File: src/rtl/wb_write_queue_pkg.sv
`timescale 1ns/1ps
`default_nettype none
// ============================================================================
// Module   : wbq_pkg
// Purpose  : Shared constants and entry type for the write-back request queue.
// Revision : 1.0
// ============================================================================
package wbq_pkg;
    localparam int REG_IDX_W  = 5;
    localparam int DEF_DATA_W = 64;
    localparam logic [REG_IDX_W-1:0] ZERO_REG = 5'd31;

    typedef struct packed {
        logic [REG_IDX_W-1:0]  rd;
        logic [DEF_DATA_W-1:0] data;
    } wbq_entry_t;

    function automatic logic is_zero_reg(input logic [REG_IDX_W-1:0] r);
        return r == ZERO_REG;
    endfunction
endpackage
`default_nettype wire

File: src/rtl/wb_write_queue_if.sv
`timescale 1ns/1ps
`default_nettype none
// ============================================================================
// Module   : wb_write_queue_if
// Purpose  : Write-back request handshake, decoder drive and forwarding lookup.
// Revision : 1.0
// ============================================================================
interface wb_write_queue_if #(
    parameter int DEPTH  = 4,
    parameter int DATA_W = 64
);
    import wbq_pkg::*;

    logic                       in_valid;
    logic                       in_ready;
    logic [REG_IDX_W-1:0]       in_reg;
    logic [DATA_W-1:0]          in_data;
    logic                       hold;
    logic [REG_IDX_W-1:0]       WriteReg;
    logic                       RegWrite;
    logic [DATA_W-1:0]          WriteData;
    logic [$clog2(DEPTH):0]     count;
    logic [REG_IDX_W-1:0]       fwd_reg;
    logic                       fwd_hit;
    logic [DATA_W-1:0]          fwd_data;

    modport master (
        output in_valid, in_reg, in_data, hold, fwd_reg,
        input  in_ready, WriteReg, RegWrite, WriteData, count, fwd_hit, fwd_data
    );

    modport slave (
        input  in_valid, in_reg, in_data, hold, fwd_reg,
        output in_ready, WriteReg, RegWrite, WriteData, count, fwd_hit, fwd_data
    );
endinterface
`default_nettype wire

File: src/rtl/wb_write_queue_lookup.sv
`timescale 1ns/1ps
`default_nettype none
// ============================================================================
// Module   : wbq_lookup
// Purpose  : Youngest-first match of a register index over pending entries
//            (used only when WBQ_FWD_EN is defined).
// Revision : 1.0
// ============================================================================
module wbq_lookup
    import wbq_pkg::*;
#(
    parameter int DEPTH  = 4,
    parameter int DATA_W = DEF_DATA_W
) (
    input  logic [REG_IDX_W-1:0]     entry_reg_i  [DEPTH],
    input  logic [DATA_W-1:0]        entry_data_i [DEPTH],
    input  logic [$clog2(DEPTH)-1:0] tail_i,
    input  logic [$clog2(DEPTH):0]   count_i,
    input  logic [REG_IDX_W-1:0]     fwd_reg_i,
    output logic                     fwd_hit_o,
    output logic [DATA_W-1:0]        fwd_data_o
);
    localparam int PTR_W = $clog2(DEPTH);

    logic             found;
    logic [PTR_W-1:0] idx;

    // Walk backwards from the newest entry; the first valid match wins.
    always_comb begin
        found      = 1'b0;
        idx        = '0;
        fwd_data_o = '0;
        for (int k = 0; k < DEPTH; k++) begin
            idx = tail_i - PTR_W'(k + 1);
            if (!found && (k < int'(count_i)) && (entry_reg_i[idx] == fwd_reg_i)
                && !is_zero_reg(fwd_reg_i)) begin
                found      = 1'b1;
                fwd_data_o = entry_data_i[idx];
            end
        end
        fwd_hit_o = found;
    end
endmodule
`default_nettype wire

File: src/rtl/wb_write_queue.sv
`timescale 1ns/1ps
`default_nettype none
// ============================================================================
// Module   : wb_write_queue
// Purpose  : In-order register-write queue feeding the 5-to-32 write decoder;
//            XZR writes dropped at entry. WBQ_FWD_EN adds a forwarding lookup.
// Revision : 1.0
// ============================================================================
module wb_write_queue
    import wbq_pkg::*;
#(
    parameter int DEPTH  = 4,
    parameter int DATA_W = DEF_DATA_W
) (
    input  logic            clk,
    input  logic            reset_n,
    wb_write_queue_if.slave bus
);
    localparam int PTR_W = $clog2(DEPTH);
    localparam int CNT_W = PTR_W + 1;
    localparam logic [CNT_W-1:0] FULL_CNT = CNT_W'(DEPTH);

    logic [REG_IDX_W-1:0] reg_q  [DEPTH];
    logic [DATA_W-1:0]    data_q [DEPTH];
    logic [PTR_W-1:0]     head_q, head_d;
    logic [PTR_W-1:0]     tail_q, tail_d;
    logic [CNT_W-1:0]     count_q, count_d;
    logic                 not_empty;
    logic                 accept;
    logic                 store;
    logic                 drain;

    assign not_empty    = (count_q != '0);
    assign bus.in_ready = (count_q < FULL_CNT);
    assign accept       = bus.in_valid && bus.in_ready;
    // XZR requests complete the handshake but never occupy a slot.
    assign store        = accept && !is_zero_reg(bus.in_reg);
    assign drain        = not_empty && !bus.hold;

    assign bus.RegWrite  = drain;
    assign bus.WriteReg  = not_empty ? reg_q[head_q]  : '0;
    assign bus.WriteData = not_empty ? data_q[head_q] : '0;
    assign bus.count     = count_q;

    always_comb begin
        head_d  = head_q;
        tail_d  = tail_q;
        count_d = count_q;
        if (store) tail_d = tail_q + PTR_W'(1);
        if (drain) head_d = head_q + PTR_W'(1);
        case ({store, drain})
            2'b10:   count_d = count_q + CNT_W'(1);
            2'b01:   count_d = count_q - CNT_W'(1);
            default: count_d = count_q;
        endcase
    end

    always_ff @(posedge clk) begin
        if (!reset_n) begin
            head_q  <= '0;
            tail_q  <= '0;
            count_q <= '0;
        end else begin
            head_q  <= head_d;
            tail_q  <= tail_d;
            count_q <= count_d;
        end
    end

    // Storage is left uninitialised; pointer reset alone empties the queue.
    always_ff @(posedge clk) begin
        if (store) begin
            reg_q[tail_q]  <= bus.in_reg;
            data_q[tail_q] <= bus.in_data;
        end
    end

`ifdef WBQ_FWD_EN
    wbq_lookup #(
        .DEPTH  (DEPTH),
        .DATA_W (DATA_W)
    ) u_lookup (
        .entry_reg_i  (reg_q),
        .entry_data_i (data_q),
        .tail_i       (tail_q),
        .count_i      (count_q),
        .fwd_reg_i    (bus.fwd_reg),
        .fwd_hit_o    (bus.fwd_hit),
        .fwd_data_o   (bus.fwd_data)
    );
`else
    assign bus.fwd_hit  = 1'b0;
    assign bus.fwd_data = '0;
`endif
endmodule
`default_nettype wire

File: src/flat_wrapper.sv
// flat-port wrapper written by rule: the top's interface ports become plain ports
module wb_write_queue_flat import wbq_pkg::*;
#(
    parameter int DEPTH  = 4,
    parameter int DATA_W = DEF_DATA_W
)
  (clk, reset_n, bus_in_valid, bus_in_reg, bus_in_data, bus_hold, bus_fwd_reg, bus_in_ready, bus_WriteReg, bus_RegWrite, bus_WriteData, bus_count, bus_fwd_hit, bus_fwd_data);
  wb_write_queue_if #(.DEPTH(DEPTH), .DATA_W(DATA_W)) bus_i ();
  input  logic clk;
  input  logic reset_n;
  input wire logic [$bits(bus_i.in_valid)-1:0] bus_in_valid;
  input wire logic [$bits(bus_i.in_reg)-1:0] bus_in_reg;
  input wire logic [$bits(bus_i.in_data)-1:0] bus_in_data;
  input wire logic [$bits(bus_i.hold)-1:0] bus_hold;
  input wire logic [$bits(bus_i.fwd_reg)-1:0] bus_fwd_reg;
  output wire logic [$bits(bus_i.in_ready)-1:0] bus_in_ready;
  output wire logic [$bits(bus_i.WriteReg)-1:0] bus_WriteReg;
  output wire logic [$bits(bus_i.RegWrite)-1:0] bus_RegWrite;
  output wire logic [$bits(bus_i.WriteData)-1:0] bus_WriteData;
  output wire logic [$bits(bus_i.count)-1:0] bus_count;
  output wire logic [$bits(bus_i.fwd_hit)-1:0] bus_fwd_hit;
  output wire logic [$bits(bus_i.fwd_data)-1:0] bus_fwd_data;
  assign bus_i.in_valid = bus_in_valid;
  assign bus_i.in_reg = bus_in_reg;
  assign bus_i.in_data = bus_in_data;
  assign bus_i.hold = bus_hold;
  assign bus_i.fwd_reg = bus_fwd_reg;
  assign bus_in_ready = bus_i.in_ready;
  assign bus_WriteReg = bus_i.WriteReg;
  assign bus_RegWrite = bus_i.RegWrite;
  assign bus_WriteData = bus_i.WriteData;
  assign bus_count = bus_i.count;
  assign bus_fwd_hit = bus_i.fwd_hit;
  assign bus_fwd_data = bus_i.fwd_data;
  wb_write_queue #(.DEPTH(DEPTH), .DATA_W(DATA_W)) u_core (.clk(clk), .reset_n(reset_n), .bus(bus_i));
endmodule
File: config.mk
export PLATFORM = sky130hd
export DESIGN_NAME = wb_write_queue_flat
export DESIGN_NICKNAME = d
export VERILOG_FILES = /design/src/rtl/wb_write_queue_pkg.sv /design/src/rtl/wb_write_queue_if.sv /design/src/rtl/wb_write_queue_lookup.sv /design/src/rtl/wb_write_queue.sv /design/src/flat_wrapper.sv
export SDC_FILE = /design/constraint.sdc
export NUM_CORES = 1
export LEC_CHECK = 0
export BUFFER_PORTS_ARGS = -buffer_cell sky130_fd_sc_hd__buf_2
export CORE_ASPECT_RATIO = 1.2
export CORE_MARGIN = 2
export CORE_UTILIZATION = 59
export CTS_CLUSTER_DIAMETER = 40
export DETAILED_ROUTE_END_ITERATION = 7
export PLACE_DENSITY = 0.95
export SLEW_MARGIN = 5
export SYNTH_ARGS = -nofsm -noshare
export SYNTH_HDL_FRONTEND = slang
export SYNTH_SLANG_ARGS = --single-unit
File: constraint.sdc
create_clock -name clk -period 5.2 [get_ports clk]
set_clock_uncertainty 0.2 [all_clocks]
set_input_delay 0 -clock clk [delete_from_list [all_inputs] [get_ports clk]]
set_output_delay 0 -clock clk [all_outputs]
set_load 0.02 [all_outputs]
After elaboration in Yosys (flattened, before gate mapping). Memory sizes are Yosys's and may differ from the RTL's. A register that Yosys moved wholly into a read port is not among the register bits. Index checks and enable logic that the tools add are counted.

Flip-flop bits (word level): 7. Bits in latches: 0. Memory bits (writable): 276. Bits in read-only memories: 0. Input port bits: 78. Output and inout bits: 139. Word-level logic and storage cells: 29. Memories kept: 2.

Memory list: u_core.data_q (words 4, bits a word 64, rd ports 1, clocked after Yosys merged registers in 1, wr ports 1, RTL line wb_write_queue.sv:24) `logic [DATA_W-1:0] data_q [DEPTH];`; u_core.reg_q (words 4, bits a word 5, rd ports 1, clocked after Yosys merged registers in 1, wr ports 1, RTL line wb_write_queue.sv:23) `logic [REG_IDX_W-1:0] reg_q [DEPTH];`.

$add $sub $neg: 4. $mul: 0. Divide/modulo/power cells: 0. Magnitude comparators: 1. Eq/ne operators: 3. Shift-type cells: 0. Muxes and demuxes: 9. Bitwise operators: 0. Reduce and logical (&&, ||, !) cells: 7.

Operator list (number): $mux W64 (1); $mux W2 (4); $pmux W3 S2 (1); $eq A5 B5 Y1 const B (1); $mux W5 (1); $add A2 B1 Y2 const B (2); $add A3 B1 Y3 const B (1); $logic_and A1 B1 Y1 (3); $lt A3 B3 Y1 const B (1); $reduce_bool A3 Y1 (1); $sub A3 B1 Y3 const B (1); $eq A2 B1 Y1 const B (1); $eq A2 B2 Y1 const B (1); $logic_not A1 Y1 (2); $mux W1 (2); $reduce_bool A2 Y1 (1).

Longest topological paths before layout.
Word-level depth: 5. Depth in mapped cells: 9. Depth with buffers taken out: 9.

Worst setup path before layout. Ideal clock, no wire load.

Path type: register to register. Start: register u_core.count_q[2], in the netlist u_core.bus.count[2]. End: memory u_core.data_q[0][0] (enable). Setup time: 0.435 ns. Data arrival time: 2.501 ns. Required time: 4.565 ns. Slack: 2.065 ns. Cell stages (with the launch flop): 4. Buffers on the path: 0. Clock period less this slack: 3.135 ns. Cell sequence: dfxtp_1 nor2b_1 o21a_1 and2_1.

Word-level cells in the longest chain between the ends: 5.

Ends and longest elaborated chain: from (decl) (RTL line wb_write_queue.sv:27) `logic [CNT_W-1:0] count_q, count_d;`; from (signal assigned) (RTL line wb_write_queue.sv:66) `count_q <= count_d;`; $lt A3 B3 Y1 (RTL line wb_write_queue.sv:34) `assign bus.in_ready = (count_q < FULL_CNT);`; $logic_and A1 B1 Y1 (RTL line wb_write_queue.sv:35) `assign accept = bus.in_valid && bus.in_ready;`; $logic_and A1 B1 Y1 (RTL line wb_write_queue.sv:37) `assign store = accept && !is_zero_reg(bus.in_reg);`; $mux W1 (RTL line wb_write_queue.sv:72) `if (store) begin`; $mux W1 (implied by the code) (RTL line wb_write_queue.sv:74) `data_q[tail_q] <= bus.in_data;`; to (decl) (RTL line wb_write_queue.sv:24).

No other way between the ends.

==> metrics.txt <==
# TYPE chip_impl_metric gauge
chip_impl_metric{name="starting_density",unit=""} 0.6025
chip_impl_metric{name="clock_sink_count",unit=""} 285
chip_impl_metric{name="layout-area-overhead-vs-synth",unit="%"} 22.03
chip_impl_metric{name="route.detailed.wl_per_inst",unit="um"} 19.76
chip_impl_metric{name="ctsResizeCount",unit=""} 0
chip_impl_metric{name="mappedNetlistArea",unit="sq mm"} 0.01140
chip_impl_info{name="yosysMostFrequentCell",value="sky130_fd_sc_hd__edfxtp_1"} 1
chip_impl_info{name="tritoncts_clock_tree",value="built"} 1
chip_impl_metric{name="die_outline_width",unit="um"} 130.9
chip_impl_metric{name="clkPwrFrac",unit=""} 0.310
chip_impl_info{name="netlist.top_cell.by_area",value="sky130_fd_sc_hd__edfxtp_1"} 1
chip_impl_info{name="grt_setup_unrepaired",value="false"} 1
chip_impl_metric{name="grt_usage",unit=""} 0.2075
chip_impl_metric{name="antenna_cells_inserted",unit=""} 0
chip_impl_info{name="worstPathCellList",value="buf_4 -> mux4_2 -> nor2b_1 -> buf_2"} 1
chip_impl_metric{name="power_switching_share",unit=""} 0.3006
chip_impl_metric{name="layout.nets",unit=""} 879
chip_impl_metric{name="grt_overflow_total",unit=""} 0
chip_impl_metric{name="cp_data_arrival_time",unit="ns"} 2.73
chip_impl_metric{name="port_buffers",unit=""} 146
chip_impl_metric{name="layout-drive-gt1-share",unit=""} 0.3309
chip_impl_metric{name="power.density",unit="mW/mm^2"} 496.0
chip_impl_metric{name="initial_detailed_routing_violation_count",unit=""} 330
chip_impl_metric{name="die_h",unit="um"} 156.3
chip_impl_info{name="standard_cell_with_the_maximum_stage_delay_on_the_critical_path",value="sky130_fd_sc_hd__dfxtp_4"} 1
chip_impl_metric{name="post_synth_inst_count",unit=""} 561
chip_impl_metric{name="first_global_vias",unit=""} 5998
chip_impl_metric{name="number_of_flops_mapped_to_enable_cells_by_yosys",unit=""} 276
chip_impl_metric{name="cts-htree-levels",unit=""} 1
chip_impl_info{name="dominantRegCellSynth",value="sky130_fd_sc_hd__edfxtp_1"} 1
chip_impl_metric{name="post_cts_hold_buffer_count",unit=""} 79
chip_impl_metric{name="yosys_warnings",unit=""} 0
chip_impl_metric{name="route.antenna.remaining_nets",unit=""} 0
chip_impl_metric{name="final-max-slew-violation-count",unit=""} 0
chip_impl_metric{name="r2r_slack",unit="ns"} 2.70
chip_impl_metric{name="dp.final_hpwl",unit="um"} 10910
chip_impl_metric{name="synth.avg_cell_area",unit="sq um"} 20.32
chip_impl_metric{name="finalSetupViolations",unit=""} 0
chip_impl_info{name="outcome",value="finished clean"} 1
chip_impl_metric{name="relSlewSlack",unit=""} 0.2921
chip_impl_metric{name="fmax",unit="MHz"} 341.5
chip_impl_metric{name="max-cap-violations",unit=""} 0
chip_impl_metric{name="drt_first_pass_iters",unit=""} 5
chip_impl_metric{name="clk_transition_reported_paths",unit="ns"} 0.06
chip_impl_metric{name="register_bit_total_from_synthesis",unit=""} 285
chip_impl_metric{name="hold_viol",unit=""} 0
chip_impl_info{name="synth_top_cells_by_area",value="sky130_fd_sc_hd__edfxtp_1, sky130_fd_sc_hd__mux4_2, sky130_fd_sc_hd__buf_4"} 1
chip_impl_metric{name="critical_path.n_buffers_inverters",unit=""} 2
chip_impl_metric{name="post-route-drc-count",unit=""} 0
chip_impl_metric{name="vdd_drop_max",unit="mV"} 0.3719
chip_impl_metric{name="wire_length_of_the_first_global_routing_pass",unit="um"} 31880
chip_impl_metric{name="placementRows",unit=""} 55
chip_impl_metric{name="tritoncts.num_buffers",unit=""} 29
chip_impl_metric{name="p_leak",unit="nW"} 4.916
chip_impl_metric{name="die-area",unit="sq mm"} 0.02046
chip_impl_metric{name="place.gp.congestion",unit=""} 0.7918
chip_impl_metric{name="critPathMaxFanout",unit=""} 27
chip_impl_info{name="critPathCaptureType",value="primary output"} 1
chip_impl_metric{name="antenna_found_initial",unit=""} 0
chip_impl_metric{name="post-layout-total-power",unit="mW"} 6.902
chip_impl_metric{name="core_area",unit="sq mm"} 0.01892
chip_impl_metric{name="synth_largest_type_area_fraction",unit=""} 0.7269
chip_impl_info{name="timing.hold.worst.class",value="input pin to register"} 1
chip_impl_metric{name="vias",unit=""} 5782
chip_impl_info{name="commonest_cells_in_the_netlist",value="sky130_fd_sc_hd__edfxtp_1, sky130_fd_sc_hd__nor2b_1, sky130_fd_sc_hd__mux4_2"} 1
chip_impl_metric{name="drt_wl_total",unit="um"} 21180
chip_impl_metric{name="grt_max_degree",unit=""} 73
chip_impl_metric{name="hold_path_depth",unit=""} 2
chip_impl_metric{name="final_core_utilization",unit=""} 0.7353
chip_impl_info{name="worst_path_dominant_cell_family",value="buffers and inverters"} 1
chip_impl_metric{name="cp_slowest_stage_delay",unit="ns"} 0.71
chip_impl_metric{name="boundaryPins",unit=""} 217
chip_impl_metric{name="path_depth",unit=""} 4
chip_impl_info{name="cts_root_buf",value="sky130_fd_sc_hd__clkbuf_16"} 1
chip_impl_metric{name="post-route-period-util",unit=""} 0.5631
chip_impl_metric{name="worstMarginPinSlew",unit="ns"} 1.062
chip_impl_metric{name="synth_cell_type_count",unit=""} 28
chip_impl_metric{name="viasPerCell",unit=""} 5.394
chip_impl_metric{name="synth_seq_area_share",unit=""} 0.7427
chip_impl_info{name="worst_setup_path_start_kind",value="register"} 1
chip_impl_metric{name="finalWorstSetupSlack",unit="ns"} 2.272
chip_impl_metric{name="worst_skew_pair.late_latency",unit="ns"} 0.53
chip_impl_metric{name="intPower",unit="mW"} 4.827
chip_impl_metric{name="ys_async_sr_fraction",unit=""} 0
chip_impl_metric{name="layout_min_cycle_time",unit="ns"} 2.928
chip_impl_metric{name="p_comb_frac",unit=""} 0.265
chip_impl_metric{name="post-cts-setup-buffer-count",unit=""} 0
chip_impl_metric{name="clk_path_buf_depth",unit=""} 3
chip_impl_metric{name="timing.reg2reg.worst_path_depth",unit=""} 5
chip_impl_metric{name="net-switching-power",unit="mW"} 2.075
chip_impl_info{name="critPathKind",value="register to primary output"} 1
chip_impl_metric{name="timing.setup.tns",unit="ns"} 0
chip_impl_metric{name="place_ws",unit="ns"} 2.727
chip_impl_metric{name="seqPwrFrac",unit=""} 0.425
chip_impl_metric{name="worstPathRequired",unit="ns"} 5.00
## logic make-up after synthesis
| logic type | count (synthesis) | synth area share |
|---|---|---|
| muxes | 70 | 0.1372 |
| xor gates and xnor gates | 2 | 0.001537 |
| AOI/OAI and AO/OA | 11 | 0.006803 |
| other | 1 | 0.0003289 |
| adders and majority gates | 6 | 0.007242 |
| and+or+nand+nor | 90 | 0.04839 |
| buffers and inverters | 96 | 0.05586 |
| DFF | 285 | 0.7427 |
## layer usage
metal | global-route usage | vias up | share of wire
li1 | - | 2538 | -
met1 | 0.2554 | 2921 | 0.39
met2 | 0.3767 | 283 | 0.53
met3 | 0.03453 | 40 | 0.062
met4 | 0.06231 | 0 | 0.021
met5 | 0 | - | 0
## power by group through the flow
stage	Clock [mW]	Combinational (mW)	Sequential, mW
floorplan	0	1.36	2.89
global placement	0	1.76	2.97
detailed placement	0	1.79	2.98
CTS	2.15	1.84	2.94
global route	2.25	1.97	2.96
finish	2.14	1.83	2.93
## worst reg2reg max path, stage by stage (launching register included)
cell,delay (ns)
sky130_fd_sc_hd__dfxtp_1,0.38
sky130_fd_sc_hd__nor3_4,0.21
sky130_fd_sc_hd__buf_4,0.71
sky130_fd_sc_hd__o21ai_0,0.23
sky130_fd_sc_hd__a21boi_1,0.17
sky130_fd_sc_hd__dlygate4sd3_1,0.55
## metrics by stage
stage	std cells	hold WS, ns	instance area, sq um
after floorplan	625	-0.1108	11640
after global placement	941	0.01129	12130
after detailed placement	941	0.01928	12130
after CTS	1072	0.001087	13910
after global routing	1072	0.001881	13910
final	1072	0.01460	13910
## final timing paths
check,start,to
min reg2reg,u_core.head_q[1],register
max,register,bus_WriteData[63]
min,bus_in_data[34],u_core.data_q[0][34]
max reg2reg,u_core.bus.count[2],register
## layout make-up
| cell class | count | area [sq um] |
|---|---|---|
| clock inverter | 20 | 257.7 |
| sequential | 285 | 8476 |
| tap | 256 | 320.3 |
| fill | 1041 | 5010 |
| inverter | 7 | 26.28 |
| timing repair buffer | 228 | 1544 |
| multi-input combinational | 244 | 2554 |
| clock buffer | 32 | 737.0 |
## state kept, by name, summed over array words and instances (netlist names), named ones only
register,flops
u_core.bus.count,3
u_core.tail_q,2
u_core.data_q,256
u_core.head_q,2
u_core.reg_q,20
## cells in the final DEF, fill, tap and decap left out, types with 7 or more instances in the layout
cell type | Yosys | final
sky130_fd_sc_hd__conb_1 | 1 | 65
sky130_fd_sc_hd__mux4_2 | 69 | 69
sky130_fd_sc_hd__nor2b_1 | 70 | 70
sky130_fd_sc_hd__buf_2 | 8 | 146
sky130_fd_sc_hd__dlygate4sd3_1 | 0 | 79
sky130_fd_sc_hd__clkbuf_16 | 0 | 29
sky130_fd_sc_hd__dfxtp_1 | 9 | 7
sky130_fd_sc_hd__edfxtp_1 | 276 | 276
sky130_fd_sc_hd__inv_1 | 7 | 7
Note: power is estimated with default switching activity, not from simulation.
